==> src/rtl/fetch_stage.sv <==
// rtl/fetch_stage.sv - PC generation, one-cycle imem fetch and one-entry hold for buffer backpressure
module fetch_stage #(
    parameter logic [31:0] RESET_PC = 32'h0000_0000,
    parameter logic [31:0] PC_STEP  = 32'd4
) (
    input  logic        clk,
    input  logic        reset,
    input  logic        flush,
    input  logic [31:0] redirect_pc,
    input  logic        halt,
    output logic        imem_req,
    output logic [31:0] imem_addr,
    input  logic [31:0] imem_rdata,
    input  logic        buf_full,
    output logic        enq,
    output logic [31:0] enq_data,
    output logic        flush_out,
    output logic [31:0] fetch_pc
);

    typedef enum logic {RUN = 1'b0, HOLD = 1'b1} mode_t;

    mode_t       mode, mode_nxt;
    logic [31:0] pc, pc_nxt;
    logic        inflight, inflight_nxt;
    logic [31:0] inflight_pc, inflight_pc_nxt;
    logic [31:0] hold_data, hold_data_nxt;
    logic [31:0] hold_pc, hold_pc_nxt;

    always_ff @(posedge clk) begin
        if (reset) begin
            mode        <= RUN;
            pc          <= RESET_PC;
            inflight    <= 1'b0;
            inflight_pc <= RESET_PC;
            hold_data   <= 32'h0;
            hold_pc     <= RESET_PC;
        end else begin
            mode        <= mode_nxt;
            pc          <= pc_nxt;
            inflight    <= inflight_nxt;
            inflight_pc <= inflight_pc_nxt;
            hold_data   <= hold_data_nxt;
            hold_pc     <= hold_pc_nxt;
        end
    end

    // Stalling issue whenever an in-flight word cannot drain keeps at most one word unaccepted.
    assign imem_req  = !reset && !flush && !halt && (mode == RUN) && !(inflight && buf_full);
    assign imem_addr = pc;
    assign flush_out = flush && !reset;

    always_comb begin
        mode_nxt        = mode;
        pc_nxt          = pc;
        inflight_nxt    = 1'b0;
        inflight_pc_nxt = inflight_pc;
        hold_data_nxt   = hold_data;
        hold_pc_nxt     = hold_pc;
        enq             = 1'b0;
        enq_data        = hold_data;
        fetch_pc        = hold_pc;

        if (mode == RUN && inflight) begin
            enq_data = imem_rdata;
            fetch_pc = inflight_pc;
        end

        if (flush) begin
            mode_nxt = RUN;
            pc_nxt   = redirect_pc;
        end else begin
            if (imem_req) begin
                pc_nxt          = pc + PC_STEP;
                inflight_nxt    = 1'b1;
                inflight_pc_nxt = pc;
            end
            case (mode)
                HOLD: begin
                    enq = !buf_full;
                    if (!buf_full) mode_nxt = RUN;
                end
                default: begin
                    if (inflight) begin
                        enq = !buf_full;
                        if (buf_full) begin
                            mode_nxt      = HOLD;
                            hold_data_nxt = imem_rdata;
                            hold_pc_nxt   = inflight_pc;
                        end
                    end
                end
            endcase
        end

        if (reset) enq = 1'b0;
    end

    always_ff @(posedge clk) begin
        if (!reset) assert (!(mode == HOLD && inflight));
    end

endmodule

==> config.mk <==
export PLATFORM = sky130hd
export DESIGN_NAME = fetch_stage
export DESIGN_NICKNAME = d
export VERILOG_FILES = /design/src/rtl/fetch_stage.sv
export SDC_FILE = /design/constraint.sdc
export NUM_CORES = 1
export LEC_CHECK = 0
export CORE_MARGIN = 2
export CORE_UTILIZATION = 45
export CTS_BUF_LIST = sky130_fd_sc_hd__clkbuf_4 sky130_fd_sc_hd__clkbuf_8
export CTS_CLUSTER_SIZE = 40
export DETAILED_ROUTE_END_ITERATION = 7
export HOLD_SLACK_MARGIN = 0.08
export PLACE_DENSITY = 0.79
export SETUP_SLACK_MARGIN = 0.1
export SYNTH_ARGS = -nofsm -noshare
export SYNTH_HDL_FRONTEND = slang
export SYNTH_SLANG_ARGS = --single-unit
==> constraint.sdc <==
create_clock -name clk -period 1.8 [get_ports clk]
set_clock_uncertainty 0.1 [all_clocks]
set_input_delay 0.36 -clock clk [delete_from_list [all_inputs] [get_ports clk]]
set_output_delay 0.36 -clock clk [all_outputs]
set_load 0.03 [all_outputs]
Word-level counts from Yosys, hierarchy flattened
Index checks and enable logic that the tools add are counted.

Logic and storage cells: 37. Bits of input ports: 69. Output and inout port bits: 99. Register bits: 130.

$add $sub $neg: 1. Bitwise operators: 2. Reductions and logical operators: 16. Multiplexer cells: 12.

Operator list (count): $mux W32 (4); $add A32 B3 Y32 const B (1); $mux W1 (8); $logic_and A1 B1 Y1 (7); $logic_not A1 Y1 (5); $reduce_and A4 Y1 (1); $not A1 Y1 (2); $reduce_and A2 Y1 (1); $reduce_bool A2 Y1 (1); $reduce_or A2 Y1 (1).

Depth between registers and ports, before layout
Gate-level depths: netlist (run 1).

Depth in word-level cells: 7. Mapped depth: 8. Gate-level depth less buffers: 6.

Worst setup path after synthesis (run 1)
No wires, ideal clock.

Kind: input port to output port. From: input port flush. To: output port enq. Cell stages on the path: 3. Required time: 1.340 ns. Buffers on the path: 2. Arrival: 1.738 ns. Setup slack: -0.398 ns. Cells stage by stage: clkbuf_1 > clkbuf_1 > nor4_1.

Word-level cells in the longest chain between the ends: 2.

Ends and longest elaborated chain: start, declared (line 8) `input logic flush,`; $mux W1 (line 69) `if (flush) begin`; $mux W1 (line 96) `if (reset) enq = 1'b0;`; end, declared (line 15) `output logic enq,`.

No other way between the ends.

Worst setup path after layout (run 1)
From: register inflight. To: output port fetch_pc[31].

Word-level cells in the longest chain between the ends: 2.

Ends and longest elaborated chain: start, declared (line 25) `logic inflight, inflight_nxt;`; start signal, assigned (line 41) `inflight <= inflight_nxt;`; $logic_and A1 B1 Y1 (line 64) `if (mode == RUN && inflight) begin`; $mux W32 (line 64); end, declared (line 18) `output logic [31:0] fetch_pc`.

No other way between the ends.

==> out/summary.txt, run 1 <==
Syn. warnings -> 0
Synth top area share -> 43.5%
Min-Delay Path Class -> input port to register
Die Wd -> 119 µm
Failing checks -> negative setup slack
Critical-path cell list -> nor2b_4 -> buf_12 -> buf_12 -> buf_12 -> mux2_4 -> buf_6
DR vias/cell -> 5.70
Final wirelength -> 22200 µm
DP Wirelength -> 12000 µm
Drt first pass iters -> 5
First-pass GRT wire length -> 32100 µm
WP buf/inv -> 4
Min Tclk post-route -> 2300 ps
Dpl cells -> 1090
Non-Filler Instances -> 1187
Root Buffer -> clkbuf_8
Unrepaired setup endpoints after global routing -> true
Clock Path Buffers -> 2
Crit end category -> output pin
Reg-to-reg slack, setup -> -310 ps
WP data required -> 1340 ps
Rows -> 42
Most common cell on crit path -> buf_12
Crit path kind -> register to output pin
Final period utilization -> 128%
Fmax -> 434 MHz
CP top delay family -> buffers and inverters
Hold buffers post-CTS -> 0
Hold Path Depth -> 3
Critical path startpoint category -> register
Placer Congestion -> 0.904
Status -> finished, violations left
Total CTS buffers -> 17
Number of max-cap violations -> 0
CTS tree -> done
Hold slack -> 282 ps
Number of flops mapped to enable cells by yosys -> 0
Final ANT Viol Nets -> 0
Antenna diodes -> 0
Sequential fraction of the synthesis area -> 43.5%
Maximum vdd drop -> 0.429 mV
Final hold violation count -> 0
Pleak -> 0.00417 µW
Mapped cell area -> 5980 µm²
Syn Area/Cell -> 8.19 µm²
Crit Reg-Reg Startpoint -> mode$_SDFF_PP0_
Reg-to-Reg End -> imem_addr[12]$_SDFFE_PP0P_
Clock slew at reported path FFs -> 80 ps
Crit path depth -> 6
Cells on worst reg2reg path -> 7
Slew Viols, Final -> 0
Tot GR Track Use -> 28.1%
WP data arrival -> 1840 ps
Most used DFF post-synth -> dfxtp_1
Avg WL per Cell -> 18.7 µm
Remaining DRCs -> 0
Synth area leaders -> dfxtp_1, nand2_1, mux2_2
Initial core utilization -> 45.5%
Via Count -> 6768
Share of flip-flops with an asynchronous set or reset -> 0%
P per Cell Area -> 635 nW/µm²
H-tree levels -> 4
Core area -> 13100 µm²
Slowest stage cell, crit path -> dfxtp_2
CP endpoint -> fetch_pc[31]
Synth area leader -> dfxtp_1
Final Worst Setup Slack -> -502 ps
Critical path origin -> inflight$_SDFF_PP0_
Worst slew pin tran -> 552 ps
Initial DRC count -> 535
Placed instance area -> 8540 µm²
Slowest stage delay, CP -> 330 ps
Final nets -> 1068
Setup WS pre-CTS -> -521 ps
Area delta synth->final -> 73.8%
Gr ovfl total -> 0
Initial antenna violation count -> 0
Worst slew margin -> 62.7%
Yosys reg bits -> 130
Clk_lat worst skew -> 450 ps
Post-synthesis cell type count -> 54
Num Clock Sinks -> 130
Vias in the first global route -> 6442
Fraction of layout cells with a size suffix above 1 -> 42.3%
Die height -> 119 µm
Largest net degree at the start of global routing -> 50
Final setup violation count -> 95
Top Ports -> 168
Max FO, Critical Path -> 8
Synth Net Count -> 801
Number of cells produced by synthesis -> 731
Port Buffer Count -> 167
Post-route cell area -> 10400 µm²
Die ar. -> 14200 µm²
## state kept, by name, summed over array words and instances (netlist names)
signal       count
hold_pc         32
imem_addr       32
inflight         1
inflight_pc     32
hold_data       32
mode             1
## worst register-to-register path, stage by stage (launching register included)
cell,delay [ps]
dfxtp_2,340
buf_4,150
nor4_4,170
nand2_2,120
buf_6,150
or2_4,260
o311ai_0,490
a31oi_1,170
## Yosys cell counts, types with 4 or more instances
cell type / n
nor4_1: 6
inv_1: 7
o21ai_0: 12
xor2_1: 5
buf_2: 6
nand4_1: 10
and2_1: 4
a32oi_1: 4
nand3b_1: 14
nor2_1: 24
o22ai_1: 7
nor3_1: 4
clkbuf_1: 43
nand3_1: 22
and3_1: 8
mux2_2: 66
dfxtp_1: 130
a31oi_1: 9
nand2_1: 206
a21oi_1: 96
a22oi_1: 4
## layout make-up
type                       count  area (µm²)
timing repair buffer         299        3300
inverter                       9        33.8
sequential                   130        2670
clock buffer                  21         277
multi-input combinational    541        3820
clock inverter                11        86.3
fill                         778        2740
tap                          176         220
## per-layer routing
metal  vias to the layer above  part of all wire, %  GRT usage [%]
li1                       3084                    -              -
met1                      3213                   39           35.3
met2                       387                   49           47.2
met3                        84                  8.1           6.27
met4                         0                  3.8           10.8
met5                         -                    0              0
## metrics by stage
stage	util [%]	TNS [ps]	total power, µW
after floorplan	-	0	3550
after global placement	65.0	-64600	4030
after detailed placement	65.0	-69760	4030
after CTS	75.8	-32760	6480
after global routing	79.2	-35800	6810
final	79.2	-28370	6600
## logic make-up (layout without fill, tap and decap cells)
group,count (synthesis),count (layout),synth area share (%)
xor gates and xnor gates,7,7,1.02
AOI/OAI and AO/OA,148,148,14.1
muxes,68,68,12.8
adders and majority gates,1,1,0.209
buffers and inverters,60,340,3.89
DFF,130,130,43.5
and+or+nand+nor,317,317,24.5
## repair_timing
action | in CTS | in global routing
pin swaps | 41 | 27
gates cloned | 7 | 3
resized for setup | 556 | 78
setup buffers | 42 | 17
setup endpoints to repair | 215 | 204
## worst min-delay path by stage
stage,endpoint,from
floorplan,hold_data[13]$_SDFFE_PP0P_,hold_data[13]$_SDFFE_PP0P_
global placement,hold_pc[0]$_SDFFE_PP0P_,hold_pc[0]$_SDFFE_PP0P_
detailed placement,hold_pc[7]$_SDFFE_PP0P_,hold_pc[7]$_SDFFE_PP0P_
CTS,imem_addr[18]$_SDFFE_PP0P_,reset
finish,imem_addr[18]$_SDFFE_PP0P_,reset
global route,imem_addr[18]$_SDFFE_PP0P_,reset
## report_power, final
group          switching [µW]  total, µW  internal [µW]
Sequential               94.3       3040           2940
Clock                    1150       2330           1180
Combinational             603       1240            634
## placed cells by master (no fill, tap or decap), drive strengths merged, types with 9 or more instances in the layout
cell type,Yosys,final
nand2,207,207
buf,8,205
dfxtp,130,130
a21oi,96,96
mux2,66,66
clkdlybuf4s50,0,65
clkbuf,43,28
nand3,25,25
nor2,24,24
clkdlybuf4s15,0,15
nand3b,14,14
o21ai,12,12
nand4,10,10
clkinv,2,9
a31oi,9,9
Power figures use the tool's default switching activity.
==> run 2: changes to the inputs <==
--- a/config.mk
+++ b/config.mk
@@ -6,12 +6,11 @@
 export NUM_CORES = 1
 export LEC_CHECK = 0
 export CORE_MARGIN = 2
-export CORE_UTILIZATION = 45
-export CTS_BUF_LIST = sky130_fd_sc_hd__clkbuf_4 sky130_fd_sc_hd__clkbuf_8
+export CORE_UTILIZATION = 44
 export CTS_CLUSTER_SIZE = 40
 export DETAILED_ROUTE_END_ITERATION = 7
 export HOLD_SLACK_MARGIN = 0.08
-export PLACE_DENSITY = 0.79
+export PLACE_DENSITY = 0.77
 export SETUP_SLACK_MARGIN = 0.1
 export SYNTH_ARGS = -nofsm -noshare
 export SYNTH_HDL_FRONTEND = slang
==> run 2 against run 1 <==
Compared with the run above:
- the flow still finishes with violations (negative setup slack)
- first-iteration DRC count up 67%
- combinational power grew 8%
- critical path depth did not move
- non-clock buffer count grew 22
- die area is 2.2% higher
- setup slack better by 7.6 ps
- global-route usage increased by 5.4 points
- clock-buffer cell count shrank 3
- largest cell class unchanged
- largest power group is now the clock network
- highest routed layer unchanged
==> out/summary.txt, run 2 (same netlist as run 1, synthesis figures left out) <==
Vias in the first global route -> 6970 (+8.2%)
Worst slew margin -> 37.0% (-26 points)
Status -> finished, violations left
Most frequent cells in the layout -> dfxtp_1, nand2_1, buf_6, buf_4, nand2_4
Gr ovfl total -> 0 (unchanged)
WP buf/inv -> 4 (unchanged)
Sequential Area -> 2670 µm² (about the same)
Post-route cell area -> 11900 µm² (+15%)
Most common cell on crit path -> buf_6
DR vias/cell -> 6.19 (+8.5%)
Critical path startpoint category -> register
Number of max-cap violations -> 0 (unchanged)
Combinational share of power -> 16.4% (-2.3 points)
Final nets -> 1090 (+2.1%)
Met1 Usage GRT -> 41.8% (+6.5 points)
Sw frac -> 28.2% (+0.11 points)
CP top delay family -> buffers and inverters
Multi-input logic area -> 4640 µm² (+22%)
Final Worst Setup Slack -> -494 ps (+7.58 ps)
Crit end category -> output pin
Slowest stage delay, CP -> 330 ps (about the same)
Via Count -> 7481 (+11%)
Clock slew at reported path FFs -> 60 ps (-20 ps)
FILL cells -> 487 (-37%)
Clock Path Buffers -> 2 (unchanged)
GR Util met2 -> 57.6% (+10 points)
Min-Delay Path Class -> input port to register
Net load switching power -> 2300 µW (+24%)
WP data required -> 1340 ps (about the same)
WP data arrival -> 1830 ps (about the same)
Die height -> 121 µm (+1.1%)
Part of the power in registers -> 37.3% (-8.7 points)
Fmax -> 436 MHz (+0.33%)
Rows -> 42 (unchanged)
Total CTS buffers -> 17 (unchanged)
Pleak -> 0.00513 µW (+23%)
Root Buffer -> clkbuf_16
Avg WL per Cell -> 25.7 µm (+37%)
Unrepaired setup endpoints after global routing -> true
Max FO, Critical Path -> 5 (-3)
Initial core utilization -> 45.2% (-0.36 points)
Final setup violation count -> 175 (+84%)
Most common cell after layout, fill and taps aside -> dfxtp_1
Num Clock Sinks -> 130 (unchanged)
Placer Congestion -> 0.899 (-0.58%)
Tot GR Track Use -> 33.5% (+5.4 points)
Critical path origin -> inflight$_SDFF_PP0_
Placed instance area -> 8590 µm² (+0.59%)
Remaining DRCs -> 0 (unchanged)
Die ar. -> 14500 µm² (+2.2%)
Power share of the clock group -> 46.2% (+11 points)
Min Tclk post-route -> 2290 ps (-7.58 ps)
Cell Int Power -> 5870 µW (+24%)
Final wirelength -> 31100 µm (+40%)
Maximum vdd drop -> 0.629 mV (+47%)
Slowest stage cell, crit path -> dfxtp_2
Core area -> 13200 µm² (+0.80%)
Drt first pass iters -> 7 (+2)
Hold buffers post-CTS -> 0 (unchanged)
First-pass GRT wire length -> 37700 µm (+18%)
Port Buffer Count -> 167 (unchanged)
Initial antenna violation count -> 0 (unchanged)
Final Power -> 8170 µW (+24%)
GRT Max-Usage Layer -> met2
Fraction of layout cells with a size suffix above 1 -> 57.5% (+15 points)
Clk_lat worst skew -> 430 ps (-20 ps)
Slew Viols, Final -> 0 (unchanged)
Antenna diodes -> 0 (unchanged)
Worst slew pin tran -> 945 ps (+393 ps)
CTS tree -> done
P per Cell Area -> 685 nW/µm² (+7.8%)
Final hold violation count -> 0 (unchanged)
Area delta synth->final -> 99.4%
Die Wd -> 121 µm (+1.1%)
Crit path kind -> register to output pin
Min-delay src -> flush
Top Ports -> 168 (unchanged)
Critical-path cell list -> nor2b_4 -> buf_6 -> buf_6 -> clkbuf_16 -> mux2_4 -> buf_6
Initial DRC count -> 893 (+67%)
Crit Reg-Reg Startpoint -> mode$_SDFF_PP0_
Final ANT Viol Nets -> 0 (unchanged)
H-tree levels -> 4 (unchanged)
Final period utilization -> 127% (-0.42 points)
Largest net degree at the start of global routing -> 59 (+18%)
Met3 usage in global routing -> 5.61% (-0.66 points)
DP Wirelength -> 12500 µm (+3.8%)
Failing checks -> negative setup slack
==> run 2: changes by cell type in the layout (fill, tap and decap cells not counted), moves of 14 or more <==
cell | before | now
a21oi_1 | 89 | 25
nand2_2 | 7 | 36
a21oi_2 | 7 | 71
clkbuf_16 | 3 | 22
nand2_4 | 1 | 80
buf_16 | 5 | 19
nand2_1 | 199 | 91
clkbuf_8 | 19 | 0
==> run 2: per-stage QoR <==
step / util [%] / std cells / worst slack, ps / setup TNS [ps] / hold WS (ps)
floorplan: - / 731 / 28.8 / 0 / 334
global placement: 64.9 / 1102 / -501 / -68180 / 340
detailed placement: 64.9 / 1102 / -553 / -75300 / 346
CTS: 83.2 / 1198 / -480 / -31060 / 301
global route: 90.1 / 1209 / -527 / -51250 / 356
finish: 90.1 / 1209 / -494 / -44350 / 357
==> run 2: power by group through the flow <==
stage | registers [µW] | clock network [µW] | logic [µW]
2_1_floorplan | 3160 | 0 | 388
3_3_place_gp | 3080 | 0 | 963
3_5_place_dp | 3090 | 0 | 971
4_1_cts | 3030 | 3690 | 1170
5_1_grt | 3060 | 3900 | 1380
6_report | 3050 | 3770 | 1340
==> run 2: metal layers <==
metal / vias to the layer above / part of all wire [%] / wire length [µm]
met4: 0 / 6.1 / 1900
met5: - / 0 / 0
li1: 3135 / - / -
met3: 190 / 9.1 / 2840
met2: 591 / 48 / 15100
met1: 3565 / 36 / 11300
==> run 2: worst paths after layout <==
| check | to | slack (ps) | cells after the start |
|---|---|---|---|
| worst min-delay path | mode$_SDFF_PP0_ | 360 | 4 |
| worst max-delay path | enq_data[23] | -490 | 6 |
| worst min register to register | hold_pc[28]$_SDFFE_PP0P_ | 370 | 2 |
| worst max register to register | imem_addr[10]$_SDFFE_PP0P_ | -440 | 7 |
==> run 2: cell type report <==
class,count,share of cell area [%]
Clock buffer,18,3.78
Clock inverter,14,1.46
Inverter,9,0.325
Multi-Input combinational cell,541,38.9
Sequential cell,130,22.4
Tap cell,176,1.85
Timing Repair Buffer,321,31.3
==> run 2: worst min-delay path, cell delays in order <==
cell     delay (ps)
buf_2           130
buf_8           120
buf_4           170
nor4b_1          70
==> run 2: repair_timing <==
| action | CTS | global route |
|---|---|---|
| buffers inserted | 42 | 16 |
| pin swaps | 114 | 118 |
| resized for setup | 589 | 247 |
| endpoints found under the setup margin | 215 | 179 |
| cloned | 23 | 4 |
==> run 3: changes to the inputs <==
--- a/config.mk
+++ b/config.mk
@@ -10,7 +10,8 @@
 export CTS_CLUSTER_SIZE = 40
 export DETAILED_ROUTE_END_ITERATION = 7
 export HOLD_SLACK_MARGIN = 0.08
-export PLACE_DENSITY = 0.77
+export PLACE_DENSITY = 0.8
+export REMOVE_ABC_BUFFERS = 1
 export SETUP_SLACK_MARGIN = 0.1
 export SYNTH_ARGS = -nofsm -noshare
 export SYNTH_HDL_FRONTEND = slang
==> run 3 against run 2 <==
Compared with the run above:
- first-iteration DRC count down 27%
- sequential power about the same
- highest routed layer unchanged
- fmax up 0.91%
- register-to-register slack better by 70 ps
- worst hold slack worse by 6.5 ps
- clock power down 18%
- global-route usage down 7.5 points
- the flow still finishes with violations (negative setup slack)
==> out/summary.txt, run 3 (same netlist as run 1, synthesis figures left out) <==
Status -> finished, violations left
Failing checks -> negative setup slack
Placer Congestion -> 0.838 (-6.7%)
Root Buffer -> clkbuf_16
Gr ovfl total -> 0 (unchanged)
Hold slack -> 351 ps (-6.46 ps)
H-tree levels -> 4 (unchanged)
Antenna diodes -> 0 (unchanged)
Die ar. -> 14500 µm² (unchanged)
Initial antenna violation count -> 0 (unchanged)
Setup TNS -> -48760 ps (-4410 ps)
Critical path origin -> inflight$_SDFF_PP0_
Fraction of layout cells with a size suffix above 1 -> 51.6% (-5.9 points)
Die height -> 121 µm (unchanged)
Reg-to-Reg End -> imem_addr[20]$_SDFFE_PP0P_
Final period utilization -> 126% (-1.1 points)
WP data required -> 1340 ps (about the same)
Final wirelength -> 27300 µm (-12%)
Worst slew pin tran -> 537 ps (-407 ps)
Slew Viols, Final -> 0 (unchanged)
Unrepaired setup endpoints after global routing -> true
P per Cell Area -> 668 nW/µm² (-2.4%)
Most common cell after layout, fill and taps aside -> nand2_1
Area delta synth->final -> 85.7%
Placed instance area -> 8320 µm² (-3.1%)
Fmax -> 440 MHz (+0.91%)
Met1 Usage GRT -> 32.2% (-9.6 points)
Clk_lat worst skew -> 430 ps (about the same)
GR Util met2 -> 42.7% (-15 points)
Num Clock Sinks -> 130 (unchanged)
Cells on worst reg2reg path -> 8 (+1)
Maximum vdd drop -> 0.494 mV (-21%)
Sequential Area -> 2620 µm² (-2.0%)
Min-Delay Path Class -> register to register
Initial DRC count -> 650 (-27%)
Drt first pass iters -> 8 (+1)
Port Buffer Count -> 167 (unchanged)
CTS tree -> done
Final hold violation count -> 0 (unchanged)
FILL cells -> 659 (+35%)
Tot GR Track Use -> 26.1% (-7.5 points)
Rows -> 42 (unchanged)
WP data arrival -> 1810 ps (-20 ps)
Remaining DRCs -> 0 (unchanged)
Max FO, Critical Path -> 8 (+3)
Clock slew at reported path FFs -> 50 ps (about the same)
Top Ports -> 168 (unchanged)
First-pass GRT wire length -> 29900 µm (-21%)
Final Worst Setup Slack -> -473 ps (+20.7 ps)
DR vias/cell -> 6.02 (-2.8%)
CP endpoint -> fetch_pc[13]
Pleak -> 0.00486 µW (-5.2%)
Clock Path Buffers -> 2 (unchanged)
Multi-input logic area -> 4260 µm² (-8.2%)
Min Tclk post-route -> 2270 ps (-20.7 ps)
Number of max-cap violations -> 0 (unchanged)
Vias in the first global route -> 6143 (-12%)
Reg-to-reg slack, setup -> -370 ps (+70 ps)
DP Wirelength -> 12300 µm (-1.9%)
Worst slew margin -> 64.2% (+27 points)
Core area -> 13200 µm² (unchanged)
Final nets -> 1090 (unchanged)
Crit end category -> output pin
Initial core utilization -> 45.2% (unchanged)
Total CTS buffers -> 17 (unchanged)
Die Wd -> 121 µm (unchanged)
Post-route cell area -> 11100 µm² (-6.9%)
Via Count -> 7268 (-2.8%)
Most frequent cells in the layout -> nand2_1, dfxtp_1, buf_4, a21oi_2, clkdlybuf4s50_1
Met3 usage in global routing -> 7.36% (+1.7 points)
Crit path kind -> register to output pin
Setup WS pre-CTS -> -748 ps (-195 ps)
Critical path startpoint category -> register
Crit Reg-Reg Startpoint -> mode$_SDFF_PP0_
Largest net degree at the start of global routing -> 88 (+49%)
Final ANT Viol Nets -> 0 (unchanged)
GRT Max-Usage Layer -> met2
Final Power -> 7430 µW (-9.1%)
Avg WL per Cell -> 22.6 µm (-12%)
Min-delay src -> hold_data[21]$_SDFFE_PP0P_
Final setup violation count -> 192 (+9.7%)
run 3: cell types whose count changed in the layout (fill, tap and decap cells not counted), sizes merged, moves of 3 or more:
| cell | before | now |
|---|---|---|
| clkinv | 6 | 9 |
| dlygate4sd2 | 11 | 7 |
| bufinv | 3 | 0 |
| inv | 12 | 7 |
| clkbuf | 25 | 42 |
| clkdlybuf4s15 | 15 | 18 |
| buf | 224 | 212 |
run 3: metal layers:
layer,routed length (µm),vias to the layer above
met4,1450,0
met1,10200,3490
met2,13100,518
li1,-,3125
met3,2570,135
met5,0,-
run 3: worst min-delay path by stage:
stage                                            end  cells past startpoint
after floorplan            hold_data[0]$_SDFFE_PP0P_                      2
after global placement      hold_pc[29]$_SDFFE_PP0P_                      2
after detailed placement  hold_data[23]$_SDFFE_PP0P_                      2
after CTS                 hold_data[23]$_SDFFE_PP0P_                      2
after global routing       hold_data[6]$_SDFFE_PP0P_                      2
final                     hold_data[21]$_SDFFE_PP0P_                      2
run 3: where the power goes:
group	leakage (µW)	internal, µW	switching, µW
registers	0.00106	2950	83.2
logic	0.00355	620	679
clock network	0.000257	1800	1290
total	0.00486	5380	2050
run 3: critical path, cell delays in order (launching register included):
cell and delay [ps]:
dfxtp_2 330, nor2b_4 160, buf_12 170, buf_12 150, buf_8 130, mux2_4 310
buf_6 140
run 3: layout make-up:
| class | instances | share of cell area, % |
|---|---|---|
| flip-flops and latches | 130 | 23.6 |
| inverters | 9 | 0.315 |
| multi-input cells | 541 | 38.3 |
| repair buffers | 321 | 31.2 |
| well taps | 176 | 1.98 |
| clock inverters | 7 | 0.315 |
| clock buffers | 24 | 4.25 |
run 3: what timing repair did:
action | CTS | global route
hold buffers | 0 | 0
setup buffers | 9 | 47
setup endpoints to repair | 212 | 199
pin swaps | 14 | 150
gates resized for setup | 290 | 522
cloned | 1 | 23
run 3: per-stage QoR:
step | std cells | utilization, %
floorplan | 680 | -
global placement | 1098 | 62.8
detailed placement | 1098 | 62.8
CTS | 1138 | 68.5
global route | 1208 | 83.9
finish | 1208 | 83.9
